$ cat config.mk
export PLATFORM = sky130hd
export DESIGN_NAME = aes_req_scheduler
export DESIGN_NICKNAME = d
export VERILOG_FILES = /design/src/rtl/aes_sched_pkg.sv /design/src/rtl/aes_sched_tag_pipe.sv /design/src/rtl/aes_req_scheduler.sv
export SDC_FILE = /design/constraint.sdc
export NUM_CORES = 1
export LEC_CHECK = 0
export ABC_AREA = 0
export BUFFER_PORTS_ARGS = -buffer_cell sky130_fd_sc_hd__buf_2
export CORE_AREA = 5 5 402 404
export DETAILED_ROUTE_END_ITERATION = 8
export DIE_AREA = 0 0 407 409
export PLACE_DENSITY = 0.3
export SLEW_MARGIN = 5
export SYNTH_ARGS = -nofsm -noshare
export SYNTH_HDL_FRONTEND = slang
export SYNTH_SLANG_ARGS = --single-unit
$ cat constraint.sdc
create_clock -name clk -period 6.4 [get_ports clk]
set_clock_uncertainty 0.05 [all_clocks]
set_input_delay 0.64 -clock clk [delete_from_list [all_inputs] [get_ports clk]]
set_output_delay 0.64 -clock clk [all_outputs]
set_load 0.01 [all_outputs]
$ cat src/rtl/aes_sched_pkg.sv
// Shared types and constants for the AES request scheduler and its tag pipeline.
package aes_sched_pkg;

  localparam int AES_BLK_W   = 128;
  localparam int AES_LATENCY = 21;

  typedef logic req_id_t;

  typedef struct packed {
    logic    valid;
    req_id_t id;
  } tag_t;

endpackage

$ cat src/rtl/aes_sched_tag_pipe.sv
// Valid/ID shift register that travels alongside a fixed-latency pipelined core.
module aes_tag_pipe
  import aes_sched_pkg::*;
#(
  parameter int DEPTH = AES_LATENCY + 1
) (
  input  logic clk,
  input  logic rst,
  input  tag_t head,
  output tag_t tail
);

  tag_t stage [DEPTH];

  always_ff @(posedge clk) begin
    if (rst) begin
      for (int i = 0; i < DEPTH; i++) stage[i] <= '0;
    end else begin
      stage[0] <= head;
      for (int i = 1; i < DEPTH; i++) stage[i] <= stage[i-1];
    end
  end

  assign tail = stage[DEPTH-1];

endmodule

$ cat src/rtl/aes_req_scheduler.sv
// Round-robin sharing of one pipelined AES-128 core between two requesters,
// with each ciphertext returned tagged by the requester that issued it.
module aes_req_scheduler
  import aes_sched_pkg::*;
#(
  parameter int LATENCY = AES_LATENCY,
  parameter int CNT_W   = 5
) (
  input  logic                 clk,
  input  logic                 rst,
  input  logic                 req0_valid,
  output logic                 req0_ready,
  input  logic [AES_BLK_W-1:0] req0_state,
  input  logic [AES_BLK_W-1:0] req0_key,
  input  logic                 req1_valid,
  output logic                 req1_ready,
  input  logic [AES_BLK_W-1:0] req1_state,
  input  logic [AES_BLK_W-1:0] req1_key,
  output logic [AES_BLK_W-1:0] core_state,
  output logic [AES_BLK_W-1:0] core_key,
  input  logic [AES_BLK_W-1:0] core_out,
  output logic                 res_valid,
  output logic                 res_id,
  output logic [AES_BLK_W-1:0] res_data,
  output logic [CNT_W-1:0]     inflight,
  output logic                 idle
);

  req_id_t rr;
  logic    grant;
  req_id_t grant_id;
  tag_t    tag_head;
  tag_t    tag_tail;

  always_comb begin
    grant    = 1'b0;
    grant_id = 1'b0;
    if (!rst) begin
      if (req0_valid && req1_valid) begin
        grant    = 1'b1;
        grant_id = rr;
      end else if (req0_valid) begin
        grant    = 1'b1;
        grant_id = 1'b0;
      end else if (req1_valid) begin
        grant    = 1'b1;
        grant_id = 1'b1;
      end
    end
  end

  assign req0_ready = grant && (grant_id == 1'b0);
  assign req1_ready = grant && (grant_id == 1'b1);

  always_ff @(posedge clk) begin
    if (rst) begin
      rr         <= 1'b0;
      core_state <= '0;
      core_key   <= '0;
    end else if (grant) begin
      rr         <= ~grant_id;
      core_state <= grant_id ? req1_state : req0_state;
      core_key   <= grant_id ? req1_key   : req0_key;
    end
  end

  assign tag_head.valid = grant;
  assign tag_head.id    = grant_id;

  // One extra stage covers the core_state/core_key input register.
  aes_tag_pipe #(
    .DEPTH(LATENCY + 1)
  ) u_tag_pipe (
    .clk (clk),
    .rst (rst),
    .head(tag_head),
    .tail(tag_tail)
  );

  // Gated by rst so blocks issued before a reset never surface.
  assign res_valid = tag_tail.valid && !rst;
  assign res_id    = res_valid ? tag_tail.id : 1'b0;
  assign res_data  = core_out;

  always_ff @(posedge clk) begin
    if (rst) begin
      inflight <= '0;
    end else begin
      case ({grant, res_valid})
        2'b10:   inflight <= inflight + CNT_W'(1);
        2'b01:   inflight <= inflight - CNT_W'(1);
        default: inflight <= inflight;
      endcase
    end
  end

  assign idle = (inflight == '0) && !req0_valid && !req1_valid;

endmodule

* Word-level counts from Yosys, hierarchy flattened
Memory sizes are Yosys's and may differ from the RTL's. Cells that the tools add are included. Widths: inputs -> output; s select.
Storage, ports and cells: output and inout bits 394, memory bits (writable) 44, flip-flop bits (word level) 262, memories 1, input port bits 644, logic and storage cells 79
Memories:
- u_tag_pipe.stage | depth 22, width 2, rd ports 22, clocked after memory_dff 0, wr ports 22, RTL line aes_sched_tag_pipe.sv:13 | tag_t stage [DEPTH];
Cells by class: reduce and logical (&&, ||, !) cells 11, add/sub/neg operators 2, equality and inequality tests 2, bitwise operators 23, multiplexer cells 36
Operator list (count):
- $mux 128 | 2
- $mux 2 | 22
- $or 1x1->1 | 22
- $mux 1 | 11
- $pmux 5 s2 | 1
- $logic_and 1x1->1 | 6
- $add 5x1->5 const B | 1
- $logic_not 5->1 | 1
- $sub 5x1->5 const B | 1
- $logic_not 1->1 | 3
- $eq 2x1->1 const B | 1
- $eq 2x2->1 const B | 1
- $reduce_bool 2->1 | 1
- $not 1->1 | 1

* Longest topological paths before layout
word-level depth 6, mapped depth 13, depth with buffers taken out 10

* Hierarchy
A second synthesis with hierarchy kept.
Unflattened totals: cell total of the unflattened synthesis 1705, area total of the unflattened synthesis 13943.4 um^2
By module, submodules not included:
- aes_req_scheduler | seq. area each 5245.0 um^2, area each 12752.2 um^2, cells an instance 1611, instances 1
- aes_tag_pipe | seq. area each 880.8 um^2, area each 1191.1 um^2, cells an instance 94, instances 1

* Worst setup path before layout
OpenSTA, ideal clock, no wires.
path kind in2reg, from input req1_valid, to register inflight[4], arrival 2617 ps, required time 6229 ps, library setup time 121 ps, path buffers 3, setup slack 3612 ps, cell stages on the path 12, cells stage by stage or2_1 > buf_6 > buf_6 > nor2b_1 > inv_1 > ha_1 > buf_2 > xor2_1 > ha_1 > a31oi_1 > o31ai_1 > mux2_2
Between the ends: longest elaborated chain between the ends 6, elaborated cells on any way between the ends 9, classes of those cells eq/ne: 2; mux: 5; reduce/logical: 2
Ends and longest elaborated chain:
- start: declaration | RTL line aes_req_scheduler.sv:15 | input logic req1_valid,
- $mux 1 | RTL line aes_req_scheduler.sv:45 | end else if (req1_valid) begin
- $mux 1 | RTL line aes_req_scheduler.sv:42 | end else if (req0_valid) begin
- $mux 1 * | RTL line aes_req_scheduler.sv:39 | if (req0_valid && req1_valid) begin
- $mux 1 * | RTL line aes_req_scheduler.sv:38 | if (!rst) begin
- $eq 2x1->1 or $eq 2x2->1 (tied branches) | RTL line aes_req_scheduler.sv:89 | case ({grant, res_valid})
- $pmux 5 s2 or $reduce_bool 2->1 (tied branches)
- end signal: assignment | RTL line aes_req_scheduler.sv:90 | 2'b10: inflight <= inflight + CNT_W'(1);
- end signal: assignment | RTL line aes_req_scheduler.sv:91 | 2'b01: inflight <= inflight - CNT_W'(1);
- end signal: assignment | RTL line aes_req_scheduler.sv:92 | default: inflight <= inflight;
- end: declaration | RTL line aes_req_scheduler.sv:25 | output logic [CNT_W-1:0] inflight,
Mark *: on every way between the ends. The rest lies on a longest branch, timed or not. A chain may end at the register's enable or synchronous reset.

* Final worst setup path
from register rr, to output req0_ready
Between the ends: longest elaborated chain between the ends 4
Ends and longest elaborated chain:
- start: declaration | RTL line aes_req_scheduler.sv:29 | req_id_t rr;
- start signal: assignment | RTL line aes_req_scheduler.sv:61 | rr <= ~grant_id;
- $mux 1 | RTL line aes_req_scheduler.sv:39
- $mux 1 | RTL line aes_req_scheduler.sv:38
- $not 1->1 | RTL line aes_req_scheduler.sv:52 | assign req0_ready = grant && (grant_id == 1'b0);
- $logic_and 1x1->1 | RTL line aes_req_scheduler.sv:52
- end: declaration | RTL line aes_req_scheduler.sv:12 | output logic req0_ready,
No other way between the ends.

==> impl_metrics.toml <==
[outcome]
status = "finished clean"

[timing]
rsz0062_at_grt = "no"
post-route-period-util = 0.486
period_minus_slack_ps = 3110
setup_tns_ps = 0
relSlewSlack = 0.373
maxSlewViolCount = 0
finalHoldViolCount = 0
tightest_slew_ps = 940
setup_violations = 0
fmax_mhz = 321

[clocking]
cts_tree = "built"
cts_setup_buffers = 0
h-tree-depth = 2
cts-buffers-inserted = 46
clock-sinks = 306
clk_pin_slew_ps = 60
clockRootBuffer = "clkbuf_16"
cts_resized = 0
clk_latency_ps = 610
postCtsHoldBufs = 0
clk_path_buf_depth = 3

[critical_path]
end_kind = "output pin"
required_ps = 5710
worstPathArrival_ps = 2420
critical_path_class = "flop to output pin"
worstPathMaxFanout = 77
start_kind = "flop"

[floorplan]
die_h_um = 409
core-area_mm2 = 0.157
die_x_um = 407
num_io_pins = 1038
row_count = 146
initial_core_util = 0.0884
dieArea_mm2 = 0.166

[cells_and_area]
syn2layout_area_growth_pct = 46.6
n_fill_cell = 18400
finalNonFillerCells = 4385
nets = 2919
drive_gt1_frac = 0.395

[logic_synthesis]
syn_inst = 1702
yosysUniqueCellTypes = 35
synth_warnings = 0
netlist_area_mm2 = 0.0139
yosysSeqAreaShare = 0.440
synth_nets = 2350
yosysTopAreaCellShare = 0.440
synth_top_cell_by_area = "dfxtp_1"
synth.avg_cell_area_um2 = 8.18
synthTopCellsByArea = "dfxtp_1 (44%), a311oi_1 (14%), nand2_1 (14%)"
ys_ff_latch = 306

[power]
p_leak_uw = 0.00916
combPwrFrac = 0.153
power_uw = 5740
vdd_ir_drop_max_mv = 0.160
powerDensity_mw_per_mm2 = 281
p_sw_uw = 1660
pwr-share-clk = 0.477
p_seq_frac = 0.371
power.share.switching = 0.290
p_int_uw = 4080

[grt]
antenna_found_initial = 26
gr-usage-all-layers = 0.0904
grt_pass1_vias = 14300
grt_max_degree = 146
grt_pass1_wl_um = 110000
grt_overflow_total = 0

[job]
cap_viol_max_count = 0

[drt]
drtPass1Iterations = 5
num_vias = 14200
drt-wirelength-per-cell_um = 18.4
finalWirelength_um = 80800
detail-route-antenna-nets = 0
drtIter0Drc = 778
viasPerCell = 3.25
drc = 0

[place]
gp_congestion = 0.798
hpwl_um = 62800
io_buffers = 781
place_inst = 4295

[worst_hold_path]
hold_path.class = "input port to flop"
area by class of cell:
cell class,instances,area (um^2),share of cell area
inverter,2,7.51,0.000368
clock buffer,67,1320,0.0647
multi-input combinational,1113,5940,0.291
clock inverter,16,288,0.0141
sequential,306,6130,0.300
tap,2072,2590,0.127
timing repair buffer,802,4130,0.202
antenna,7,17.5,0.000858
synthesized netlist by cell type, drive strengths merged:
| master | number |
|---|---|
| or3 | 1 |
| or4 | 1 |
| buf | 236 |
| a311oi | 256 |
| nor2 | 264 |
| o21ai | 2 |
| a21oi | 4 |
| xor2 | 4 |
| nand4b | 1 |
| mux2 | 1 |
| or2 | 1 |
| inv | 2 |
| nor3 | 3 |
| nand4bb | 1 |
| mux2i | 1 |
| nor2b | 45 |
| dfxtp | 306 |
| nand2 | 514 |
| and2 | 2 |
| nand2b | 2 |
| a211o | 1 |
| nor4b | 1 |
| o31ai | 1 |
| a31oi | 1 |
| ha | 4 |
| o211ai | 2 |
| clkbuf | 45 |
final timing paths:
path,start,to,slack (ps),depth (start not counted)
max,rr$_SDFFE_PP0P_,req0_ready,3290,5
min,req1_state[59],core_state[59]$_SDFFE_PP0P_,240,3
max reg2reg,rr$_SDFFE_PP0P_,core_state[114]$_SDFFE_PP0P_,3980,5
min reg2reg,u_tag_pipe.stage[3][2]$_SDFF_PP0_,u_tag_pipe.stage[3][4]$_SDFF_PP0_,380,1
sequential cells by signal (all words and copies together) (netlist names):
register,count
core_key,128
core_state,128
u_tag_pipe.stage,44
inflight,5
rr,1
cells by family after synthesis:
kind of cell,Yosys count,synth area share
and+or+nand+nor,836,0.237
DFF,306,0.440
buffers and inverters,283,0.135
AOI/OAI and AO/OA,267,0.180
xor gates and xnor gates,4,0.00252
adders and majority gates,4,0.00360
muxes,2,0.00153
layout by cell type (no fill, tap or decap), types with 3 or more instances in the layout:
cell       netlist  layout
buf_2           74     780
nand2_1        513     513
dfxtp_1        306     306
nor2_1         264     264
a311oi_1       224     224
clkbuf_16        0      46
nor2b_1         45      45
a311oi_2        32      32
buf_4          132      17
clkbuf_1        45      12
clkbuf_8         0       9
diode_2          0       7
bufinv_16        0       6
xor2_1           4       4
a21oi_1          4       4
ha_1             4       4
buf_12           0       4
nor3_1           3       3
per-layer routing:
| layer | track usage | up-vias | routed length [um] |
|---|---|---|---|
| met4 | 0.0319 | 6 | 2620 |
| met5 | 0 | - | 39 |
| li1 | - | 6838 | - |
| met1 | 0.100 | 6582 | 30800 |
| met2 | 0.158 | 659 | 39400 |
| met3 | 0.0333 | 155 | 7920 |
through the flow:
stage               hold WS (ps)  utilization  setup WS [ps]  area [um^2]
detailed placement           370        0.119           3020        18800
global route                 182        0.130           3060        20400
CTS                          141        0.130           3130        20400
global placement             365        0.119           3040        18800
finish                       235        0.130           3290        20400
floorplan                    364            -           3610        13900
power by group through the flow:
stage,Clock (uW),Sequential [uW],Combinational (uW)
after CTS,2890,2130,906
after floorplan,0,2220,458
final,2740,2130,876
after global routing,2940,2140,972
after detailed placement,0,2170,904
after global placement,0,2170,910
worst max-delay path, cell delays in order, from the launching register on:
cell and delay, ps:
dfxtp_1 330, nand2b_4 160, and2_4 530, buf_12 400, nor2_1 110, buf_2 170
(Power assumes the default switching activity.)
